==> src/rtl/pam_mod_if.sv <==
// pam_mod_if: AXI-stream word bus from the transmit FIFO into the PAM modulator.
interface pam_mod_if #(
    parameter int unsigned AXI_DATA_WIDTH = 32
);
    logic                        tvalid;
    logic                        tready;
    logic [AXI_DATA_WIDTH/8-1:0] tkeep;
    logic [AXI_DATA_WIDTH-1:0]   tdata;
    logic                        tlast;

    modport master (output tvalid, tkeep, tdata, tlast, input tready);
    modport slave  (input tvalid, tkeep, tdata, tlast, output tready);
endinterface

==> src/rtl/pam_mod.sv <==
// pam_mod: PAM-16 modulator; unpacks AXI-stream words into signed DAC levels, MS nibble first.
// Optional per-frame pilot preamble is built when PAM_PILOT_EN is defined.
module pam_mod #(
    parameter int unsigned DA_CVER_WIDTH  = 12,
    parameter int unsigned AXI_DATA_WIDTH = 32,
    parameter int unsigned PAM_ORDER      = 4,
    parameter int unsigned DATA_LEN       = 1024,
    parameter int unsigned PILOT_LEN      = 16
) (
    input  logic                     i_clk,
    input  logic                     i_rst,
    pam_mod_if.slave                 s_axi,
    output logic                     o_mod_valid,
    output logic [DA_CVER_WIDTH-1:0] o_mod_data,
    output logic                     o_mod_sof,
    output logic                     o_mod_eof,
    output logic                     o_frame_err
);

    localparam int unsigned LVL_W      = DA_CVER_WIDTH + 1;
    localparam int unsigned SYM_PER_W  = AXI_DATA_WIDTH / PAM_ORDER;
    localparam int unsigned SYM_CNT_W  = (SYM_PER_W > 1) ? $clog2(SYM_PER_W) : 1;
    localparam int unsigned WORD_CNT_W = (DATA_LEN > 1) ? $clog2(DATA_LEN) : 1;
    localparam int unsigned STEP       = ((32'd1 << DA_CVER_WIDTH) - 32'd1) /
                                         ((32'd1 << PAM_ORDER) - 32'd1);
    localparam int unsigned OFFSET     = 32'd1 << (DA_CVER_WIDTH - 1);

    localparam logic [SYM_CNT_W-1:0]  LAST_SYM  = SYM_CNT_W'(SYM_PER_W - 1);
    localparam logic [WORD_CNT_W-1:0] LAST_WORD = WORD_CNT_W'(DATA_LEN - 1);

`ifdef PAM_PILOT_EN
    localparam int unsigned           PILOT_CNT_W = (PILOT_LEN > 1) ? $clog2(PILOT_LEN) : 1;
    localparam logic [PILOT_CNT_W-1:0] LAST_PILOT = PILOT_CNT_W'(PILOT_LEN - 1);
    localparam logic [DA_CVER_WIDTH-1:0] LVL_MIN  = DA_CVER_WIDTH'(OFFSET);
    localparam logic [DA_CVER_WIDTH-1:0] LVL_MAX  = DA_CVER_WIDTH'(OFFSET - 1);

    typedef enum logic [1:0] {
        S_IDLE  = 2'd0,
        S_PILOT = 2'd1,
        S_DATA  = 2'd2
    } state_t;
`else
    typedef enum logic [1:0] {
        S_IDLE  = 2'd0,
        S_DATA  = 2'd2
    } state_t;
`endif

    state_t                    r_state;
    state_t                    w_state_nxt;

    logic [AXI_DATA_WIDTH-1:0] r_sreg;
    logic                      r_buf_vld;
    logic [SYM_CNT_W-1:0]      r_sym_cnt;
    logic                      r_last_flag;
    logic                      r_first;
    logic [WORD_CNT_W-1:0]     r_word_cnt;
`ifdef PAM_PILOT_EN
    logic [PILOT_CNT_W-1:0]    r_pilot_cnt;
`endif

    logic                      r_mod_valid;
    logic [DA_CVER_WIDTH-1:0]  r_mod_data;
    logic                      r_mod_sof;
    logic                      r_mod_eof;
    logic                      r_frame_err;

    logic                      w_ready;
    logic                      w_hs;
    logic                      w_sym_last;
    logic                      w_frame_close;
    logic                      w_new_frame;
    logic                      w_cnt_at_last;
    logic                      w_is_last;
    logic [PAM_ORDER-1:0]      w_sym;
    logic [LVL_W-1:0]          w_lvl_full;
    logic [DA_CVER_WIDTH-1:0]  w_level;
    logic                      w_valid_nxt;
    logic [DA_CVER_WIDTH-1:0]  w_data_nxt;
    logic                      w_sof_nxt;
    logic                      w_eof_nxt;
    logic                      w_unused_tkeep;

    assign w_unused_tkeep = ^s_axi.tkeep;

    assign w_sym_last    = (r_sym_cnt == LAST_SYM);
    assign w_frame_close = r_buf_vld && w_sym_last && r_last_flag;

    // Ready once the buffer is empty or about to emit its final symbol.
`ifdef PAM_PILOT_EN
    // Closing word never accepts a successor: every frame starts with its own pilot.
    assign w_ready = (r_state == S_DATA) &&
                     (!r_buf_vld || (w_sym_last && !r_last_flag));
`else
    assign w_ready = !r_buf_vld || w_sym_last;
`endif

    assign s_axi.tready  = w_ready && !i_rst;
    assign w_hs          = s_axi.tvalid && s_axi.tready;
    assign w_new_frame   = w_hs && ((r_state == S_IDLE) || r_last_flag);
    assign w_cnt_at_last = (r_word_cnt == LAST_WORD);
    assign w_is_last     = s_axi.tlast || w_cnt_at_last;

    // Level = k*STEP - 2^(W-1), computed one bit wider then truncated.
    assign w_sym      = r_sreg[AXI_DATA_WIDTH-1 -: PAM_ORDER];
    assign w_lvl_full = (LVL_W'(w_sym) * LVL_W'(STEP)) - LVL_W'(OFFSET);
    assign w_level    = w_lvl_full[DA_CVER_WIDTH-1:0];

    always_ff @(posedge i_clk) begin
        if (i_rst) begin
            r_state <= S_IDLE;
        end else begin
            r_state <= w_state_nxt;
        end
    end

    always_comb begin
        w_state_nxt = r_state;
        w_valid_nxt = 1'b0;
        w_data_nxt  = '0;
        w_sof_nxt   = 1'b0;
        w_eof_nxt   = 1'b0;

        case (r_state)
            S_IDLE: begin
`ifdef PAM_PILOT_EN
                if (s_axi.tvalid) begin
                    w_state_nxt = S_PILOT;
                end
`else
                if (w_hs) begin
                    w_state_nxt = S_DATA;
                end
`endif
            end
`ifdef PAM_PILOT_EN
            S_PILOT: begin
                if (r_pilot_cnt == LAST_PILOT) begin
                    w_state_nxt = S_DATA;
                end
            end
`endif
            S_DATA: begin
                if (w_frame_close && !w_hs) begin
                    w_state_nxt = S_IDLE;
                end
            end
            default: w_state_nxt = S_IDLE;
        endcase

`ifdef PAM_PILOT_EN
        if (r_state == S_PILOT) begin
            w_valid_nxt = 1'b1;
            w_data_nxt  = r_pilot_cnt[0] ? LVL_MAX : LVL_MIN;
            w_sof_nxt   = (r_pilot_cnt == '0);
        end else
`endif
        if (r_buf_vld) begin
            w_valid_nxt = 1'b1;
            w_data_nxt  = w_level;
            w_sof_nxt   = r_first && (r_sym_cnt == '0);
            w_eof_nxt   = w_sym_last && r_last_flag;
        end
    end

    // Word buffer, symbol/word counters and registered outputs.
    always_ff @(posedge i_clk) begin
        if (i_rst) begin
            r_sreg      <= '0;
            r_buf_vld   <= 1'b0;
            r_sym_cnt   <= '0;
            r_last_flag <= 1'b0;
            r_first     <= 1'b0;
            r_word_cnt  <= '0;
            r_mod_valid <= 1'b0;
            r_mod_data  <= '0;
            r_mod_sof   <= 1'b0;
            r_mod_eof   <= 1'b0;
            r_frame_err <= 1'b0;
        end else begin
            r_mod_valid <= w_valid_nxt;
            r_mod_data  <= w_data_nxt;
            r_mod_sof   <= w_sof_nxt;
            r_mod_eof   <= w_eof_nxt;
            r_frame_err <= w_hs && (s_axi.tlast != w_cnt_at_last);

            if (w_hs) begin
                r_sreg      <= s_axi.tdata;
                r_buf_vld   <= 1'b1;
                r_sym_cnt   <= '0;
                r_last_flag <= w_is_last;
                r_first     <= w_new_frame;
                r_word_cnt  <= w_is_last ? '0 : r_word_cnt + WORD_CNT_W'(1);
            end else if (r_buf_vld) begin
                r_sreg    <= r_sreg << PAM_ORDER;
                r_sym_cnt <= r_sym_cnt + SYM_CNT_W'(1);
                if (w_sym_last) begin
                    r_buf_vld <= 1'b0;
                    if (r_last_flag) begin
                        r_last_flag <= 1'b0;
                    end
                end
            end
        end
    end

`ifdef PAM_PILOT_EN
    always_ff @(posedge i_clk) begin
        if (i_rst) begin
            r_pilot_cnt <= '0;
        end else if ((r_state == S_PILOT) && (r_pilot_cnt != LAST_PILOT)) begin
            r_pilot_cnt <= r_pilot_cnt + PILOT_CNT_W'(1);
        end else begin
            r_pilot_cnt <= '0;
        end
    end
`endif

    assign o_mod_valid = r_mod_valid;
    assign o_mod_data  = r_mod_data;
    assign o_mod_sof   = r_mod_sof;
    assign o_mod_eof   = r_mod_eof;
    assign o_frame_err = r_frame_err;

endmodule

==> src/flat_wrapper.sv <==
// flat-port wrapper written by rule: the top's interface ports become plain ports
module pam_mod_flat 
#(
    parameter int unsigned DA_CVER_WIDTH  = 12,
    parameter int unsigned AXI_DATA_WIDTH = 32,
    parameter int unsigned PAM_ORDER      = 4,
    parameter int unsigned DATA_LEN       = 1024,
    parameter int unsigned PILOT_LEN      = 16
)
  (i_clk, i_rst, o_mod_valid, o_mod_data, o_mod_sof, o_mod_eof, o_frame_err, s_axi_tvalid, s_axi_tkeep, s_axi_tdata, s_axi_tlast, s_axi_tready);
  pam_mod_if #(.AXI_DATA_WIDTH(AXI_DATA_WIDTH)) s_axi_i ();
  input  logic i_clk;
  input  logic i_rst;
  output logic o_mod_valid;
  output logic [DA_CVER_WIDTH-1:0] o_mod_data;
  output logic o_mod_sof;
  output logic o_mod_eof;
  output logic o_frame_err;
  input wire logic [$bits(s_axi_i.tvalid)-1:0] s_axi_tvalid;
  input wire logic [$bits(s_axi_i.tkeep)-1:0] s_axi_tkeep;
  input wire logic [$bits(s_axi_i.tdata)-1:0] s_axi_tdata;
  input wire logic [$bits(s_axi_i.tlast)-1:0] s_axi_tlast;
  output wire logic [$bits(s_axi_i.tready)-1:0] s_axi_tready;
  assign s_axi_i.tvalid = s_axi_tvalid;
  assign s_axi_i.tkeep = s_axi_tkeep;
  assign s_axi_i.tdata = s_axi_tdata;
  assign s_axi_i.tlast = s_axi_tlast;
  assign s_axi_tready = s_axi_i.tready;
  pam_mod #(.DA_CVER_WIDTH(DA_CVER_WIDTH), .AXI_DATA_WIDTH(AXI_DATA_WIDTH), .PAM_ORDER(PAM_ORDER), .DATA_LEN(DATA_LEN), .PILOT_LEN(PILOT_LEN)) u_core (.i_clk(i_clk), .i_rst(i_rst), .s_axi(s_axi_i), .o_mod_valid(o_mod_valid), .o_mod_data(o_mod_data), .o_mod_sof(o_mod_sof), .o_mod_eof(o_mod_eof), .o_frame_err(o_frame_err));
endmodule
==> config.mk <==
export PLATFORM = sky130hd
export DESIGN_NAME = pam_mod_flat
export DESIGN_NICKNAME = d
export VERILOG_FILES = /design/src/rtl/pam_mod_if.sv /design/src/rtl/pam_mod.sv /design/src/flat_wrapper.sv
export SDC_FILE = /design/constraint.sdc
export NUM_CORES = 1
export LEC_CHECK = 0
export CORE_MARGIN = 2
export CORE_UTILIZATION = 54
export DETAILED_ROUTE_END_ITERATION = 8
export PLACE_DENSITY = 0.95
export SLEW_MARGIN = 20
export SYNTH_ARGS = -nofsm -noshare
export SYNTH_HDL_FRONTEND = slang
export SYNTH_SLANG_ARGS = --single-unit
==> constraint.sdc <==
create_clock -name i_clk -period 5.88 [get_ports i_clk]
set_input_delay 0.588 -clock i_clk [delete_from_list [all_inputs] [get_ports i_clk]]
set_output_delay 0.588 -clock i_clk [all_outputs]
set_load 0.01 [all_outputs]
==> flow_summary.ini, run 1 <==
[routing]
drt_wl_total_mm = 5.50
vias = 2103
viasPerCell = 5.65
dr.first_iter.drc_count = 146
drtAntennaViolNets = 0
wl_per_cell_um = 14.8
remaining_drc_errors = 0
drt_pass1_iterations = 4

[pwr]
power_density_nw_per_um2 = 290
p_leak_uw = 0.00121
ir_worst_vdd_v = 0.000150
fin_total_pwr_uw = 935

[timing]
setup-violations-final = 0
hold_viol = 0
slew_headroom_pct = 30.0
maxSlewViolCount = 0
period_share_pct = 53.2
rsz0062_at_grt = false
tightest_slew_ns = 1.05
tns_ns = 0
skew_ns = 0.00611
clock.fmax_ghz = 0.320
fin_crit_ns = 3.13

[synth]
synth_top_area_share_pct = 45.0
synthFlopType = dfxtp_1
async_reset_ff_share_pct = 0
netlist_area_um2 = 2580
synth-seq-cells = 58
synth_area_per_cell_um2 = 9.27
synth-xor-area-share_pct = 0.340
synth_top_family_by_area = simple AND/OR/NAND/NOR gates
yosys_warnings = 0
synthAdderAreaFrac_pct = 2.91
synth_cells = 278
synth_area_leaders = dfxtp_1 (45%), mux2i_1 (12%), a211oi_1 (8.4%), nor2_1 (5.8%), buf_4 (2.9%)
synth-edff-count = 0
synth_compound_area_share_pct = 14.2
ys_seq_area_share_pct = 45.0
synth_top_area_cell = dfxtp_1
synth.distinct_cells = 35
synth_nets = 324
muxShareOfSynthArea_pct = 12.1
synth-simple-area-share_pct = 18.4

[layout]
final_common_cell = dfxtp_1
fin_area_um2 = 3220
final_cell_mix = dfxtp_1 (57), clkdlybuf4s50_1 (51), nor2_1 (40)
fin_cells = 372
finalNetCount = 359
drive_gt1_share_pct = 8.18
antenna_cells = 0
fin_util_pct = 69.2
synthToLayoutAreaGrowth_pct = 25.1

[placed_design]
gp_congestion = 0.838
dp.cells = 356
dpl_cell_area_um2 = 3010
portBuffers = 52
hpwl_mm = 3.49

[grt]
gr-total-overflow = 0
grt_max_degree = 68
track_usage_pct = 22.3
grt_pass1_vias = 2011
grt_pass1_wl_mm = 9.22
grt_antenna_before_repair = 0

[clock_network]
clkTransAtPathRegs_ns = 0.06
cts_resized = 0
postCtsSetupRepairBufs = 0
clk_root_buffer_cell = clkbuf_8
cts_tree = built
numCtsBuffers = 9
h-tree-depth = 3
numClockSinks = 58
clk_latency_ns = 0.33
cts_buffer_depth = 2
hold_buffers = 0

[die]
rows = 25
dieWidth_um = 73.1
dieHeight_um = 73.1
die_area_um2 = 5340
io_pins = 57
start_util_pct = 55.3
core_area_um2 = 4660

[critical_path]
worst_path_max_delay_cell = dfxtp_2
crit_buf_inv = 1
cp_max_fo = 40
startpoint_type = flip-flop
worstSetupPathType = flip-flop to output pin
cp_data_arrival_time_ns = 2.54
crit_path_end_kind = output pin
worst_ep_required_time_ns = 5.29
critPathTopFamily = flip-flops
worstPathCellList = nand2b_1 -> nor2b_1 -> clkdlybuf4s50_1
cpPeakStageDelay_ns = 1.03

[flow_run]
drv_cap = 0

[status]
status = complete, no violations

[min_path]
hp-class = flip-flop to flip-flop
==> per-stage QoR <==
step	hold slack, ns	setup WS [ns]
4_1_cts	0.448	2.76
6_report	0.444	2.75
3_5_place_dp	0.443	2.96
5_1_grt	0.472	2.56
3_3_place_gp	0.431	3.01
2_1_floorplan	0.405	3.82
==> cells in the mapped netlist, types with 2 or more instances <==
library cell	n
nand2b_1	2
mux2i_1	30
o21ai_0	6
clkbuf_1	9
or4_1	3
nor2b_1	4
buf_1	2
a211oi_1	29
o221ai_1	2
a21oi_1	14
nand3_1	11
inv_1	5
buf_4	10
and3_1	2
dfxtp_1	58
nor3_1	4
ha_1	6
buf_2	7
nor3b_1	6
or3_2	3
nor2_1	40
o22ai_1	2
nand2_1	6
and2_1	6
==> worst min-delay path, delay by kind of cell, from the launching register on <==
family,cells,cell delay [ns]
simple gates,2,0.10
flops,1,0.31
==> cell families (layout without fill, tap and decap cells) <==
group | count (synthesis) | in the layout
adders and majority gates | 6 | 6
xor gates and xnor gates | 1 | 1
AOI/OAI and AO/OA | 55 | 55
DFF | 58 | 58
muxes | 31 | 31
and+or+nand+nor | 93 | 93
buffers and inverters | 34 | 74
==> where the power goes <==
group	switching (uW)	internal, uW	total (uW)
Clock	156	238	394
Combinational	45.8	57.2	103
Sequential	21.1	416	438
Total	223	712	935
==> flip-flops by register name, summed over array words and instances, names as in the netlist <==
name / flops
u_core.r_word_cnt: 10
u_core.r_sym_cnt: 3
u_core.r_sreg: 32
u_core.r_last_flag: 1
u_core.r_buf_vld: 1
u_core.o_mod_sof: 1
u_core.r_state: 1
u_core.o_mod_eof: 1
u_core.o_mod_data: 5
u_core.r_first: 1
u_core.o_frame_err: 1
u_core.o_mod_valid: 1
==> per-layer routing <==
layer | up-vias | global-route usage (%) | share of wire [%]
li1 | 1047 | - | -
met1 | 998 | 27.3 | 43
met2 | 53 | 37.5 | 52
met3 | 5 | 5.94 | 4.9
met4 | 0 | 7.82 | 0.58
met5 | - | 0 | 0
==> final timing paths <==
check | from | end | slack, ns | cells past startpoint
setup / recovery | u_core.r_buf_vld$_SDFF_PP0_ | s_axi_tready | 2.75 | 3
hold / removal | u_core.r_first$_SDFFE_PP0P_ | u_core.o_mod_sof$_SDFF_PP0_ | 0.44 | 2
setup reg to reg | u_core.r_buf_vld$_SDFF_PP0_ | u_core.r_sreg[20]$_SDFFE_PP0P_ | 3.26 | 4
hold reg to reg | u_core.r_first$_SDFFE_PP0P_ | u_core.o_mod_sof$_SDFF_PP0_ | 0.44 | 2
==> layout make-up <==
type / instances / area (um^2)
multi-input cells: 186 / 1240
clock inverters: 5 / 78.8
flip-flops and latches: 58 / 1160
inverters: 5 / 18.8
fillers: 329 / 1440
well taps: 54 / 67.6
repair buffers: 53 / 523
clock buffers: 11 / 131
No activity file was read; power rests on OpenSTA's default activity.
==> run 2, diff against run 1 <==
- CORE_UTILIZATION: 54 -> 45
- PLACE_DENSITY: 0.95 -> 0.85
- clock period: 5.88 -> 2.6 ns (I/O delays scaled with it)
==> run 2 against run 1 <==
Against the previous run:
- sequential share of layout area is 0.75 points lower
- critical path type unchanged
- final cell count grew 5.9%
- sequential power rose by 120%
- global-route usage down 3.5 points
- critical endpoint unchanged
- critical path depth rose by 2
- register-to-register slack worse by 3.0 ns
- largest power group unchanged
- clock skew is 0.0021 ns higher
- flip-flop and latch count unchanged
==> flow_summary.ini, run 2 (synthesized netlist as in run 1, its figures left out) <==
[status]
status = complete, no violations

[die]
dieHeight_um = 79.7
rows = 27
dieWidth_um = 79.7
start_util_pct = 46.8
die_area_um2 = 6350
core_area_um2 = 5510
io_pins = 57

[routing]
dr.first_iter.drc_count = 117
vias = 2098
viasPerCell = 5.32
drt_pass1_iterations = 4
wl_per_cell_um = 14.0
remaining_drc_errors = 0
routed.top_layer = met4
drtAntennaViolNets = 0
drt-met1-wl_mm = 2.57
met3_length_um = 315
wl_met2_mm = 2.55
drt_wl_total_mm = 5.51

[placed_design]
portBuffers = 52
dpl_worst_slack_ns = 0.357
hpwl_mm = 3.67
gp_congestion = 0.827

[timing]
rsz0062_at_grt = false
clock.fmax_ghz = 0.423
setup-violations-final = 0
tns_ns = 0
skew_ns = 0.00818
hold_viol = 0
period_share_pct = 90.8
fin_crit_ns = 2.36
tightest_slew_ns = 0.593
slew_headroom_pct = 60.5
holdWs_ns = 0.293
maxSlewViolCount = 0
setup_slack_ns = 0.238

[clock_network]
postCtsSetupRepairBufs = 0
cts_tree = built
hold_buffers = 0
cts_buffer_depth = 2
clk_root_buffer_cell = clkbuf_8
clkTransAtPathRegs_ns = 0.06
cts_resized = 0
h-tree-depth = 3
clk_latency_ns = 0.34
numCtsBuffers = 9
numClockSinks = 58

[min_path]
hp-class = input port to flip-flop
hp-start = i_rst
hold_depth = 2
hold_end = u_core.r_word_cnt[0]$_SDFFE_PP0P_

[pwr]
p_leak_uw = 0.00123
ir_worst_vdd_v = 0.000464
power_density_nw_per_um2 = 648
fin_total_pwr_uw = 2130

[critical_path]
worstSetupPathType = flip-flop to output pin
r2r_slack_ns = 0.25
r2r_end = u_core.r_word_cnt[7]$_SDFFE_PP0P_
cp_data_arrival_time_ns = 2.10
cp_max_fo = 8
r2r_cells = 9
worstReg2RegStart = u_core.r_word_cnt[0]$_SDFFE_PP0P_
worst_ep_required_time_ns = 2.34
crit_path_end_kind = output pin
startpoint_type = flip-flop

[grt]
track_usage_pct = 18.8
grt_pass1_wl_mm = 9.26
grt_pass1_vias = 2014
grt_antenna_before_repair = 0
grt_max_degree = 58
gr-total-overflow = 0

[layout]
synthToLayoutAreaGrowth_pct = 27.8
final_common_cell = dfxtp_1
drive_gt1_share_pct = 9.63
antenna_cells = 0
largest_register_ffs = 32
final_cell_mix = dfxtp_1 (57), clkdlybuf4s50_1 (51), nor2_1 (40)
fillers = 472
finalNetCount = 363
fin_util_pct = 59.8
largest-register = u_core.r_sreg

[flow_run]
drv_cap = 0
-- run 2: worst max path at each step --
stage,startpoint,end,slack (ns)
final,u_core.r_sym_cnt[0]$_SDFFE_PP0P_,s_axi_tready,0.24
after global routing,u_core.r_word_cnt[0]$_SDFFE_PP0P_,u_core.r_word_cnt[7]$_SDFFE_PP0P_,0.08
after CTS,u_core.r_sym_cnt[0]$_SDFFE_PP0P_,s_axi_tready,0.22
after detailed placement,u_core.r_word_cnt[0]$_SDFFE_PP0P_,u_core.r_word_cnt[7]$_SDFFE_PP0P_,0.36
after global placement,u_core.r_word_cnt[0]$_SDFFE_PP0P_,u_core.r_word_cnt[2]$_SDFFE_PP0P_,0.39
after floorplan,u_core.r_word_cnt[0]$_SDFFE_PP0P_,u_core.r_word_cnt[7]$_SDFFE_PP0P_,0.54
-- run 2: metrics by stage --
stage               instance area (um^2)  cells
floorplan                           2580    278
global placement                    3070    378
detailed placement                  3070    378
CTS                                 3290    394
global route                        3290    394
finish                              3290    394
-- run 2: metal layers --
metal  vias to the layer above  track usage [%]
met1                       971             23.6
met2                        54             30.1
met3                         7             6.67
met5                         -                0
met4                         0             5.86
li1                       1066                -
-- run 2: area by class of cell --
type / count / area, um^2 / share of cell area, %
Timing Repair Buffer: 57 / 566 / 17.2
Multi-Input combinational cell: 186 / 1240 / 37.6
Sequential cell: 58 / 1160 / 35.3
Inverter: 5 / 18.8 / 0.570
Clock buffer: 11 / 141 / 4.29
Tap cell: 72 / 90.1 / 2.74
Clock inverter: 5 / 77.6 / 2.36
-- run 2: worst max-delay path: stages (launching register included) --
cell             delay (ns)
dfxtp_1                0.37
ha_1                   0.16
ha_1                   0.21
nand2b_1               0.29
nor2b_1                0.19
clkdlybuf4s50_1        0.55
-- run 2: power breakdown --
group          leakage (uW)  internal [uW]  switching, uW
clock network      0.000109            562            344
logic              0.000643            135            120
registers          0.000476            942           29.4
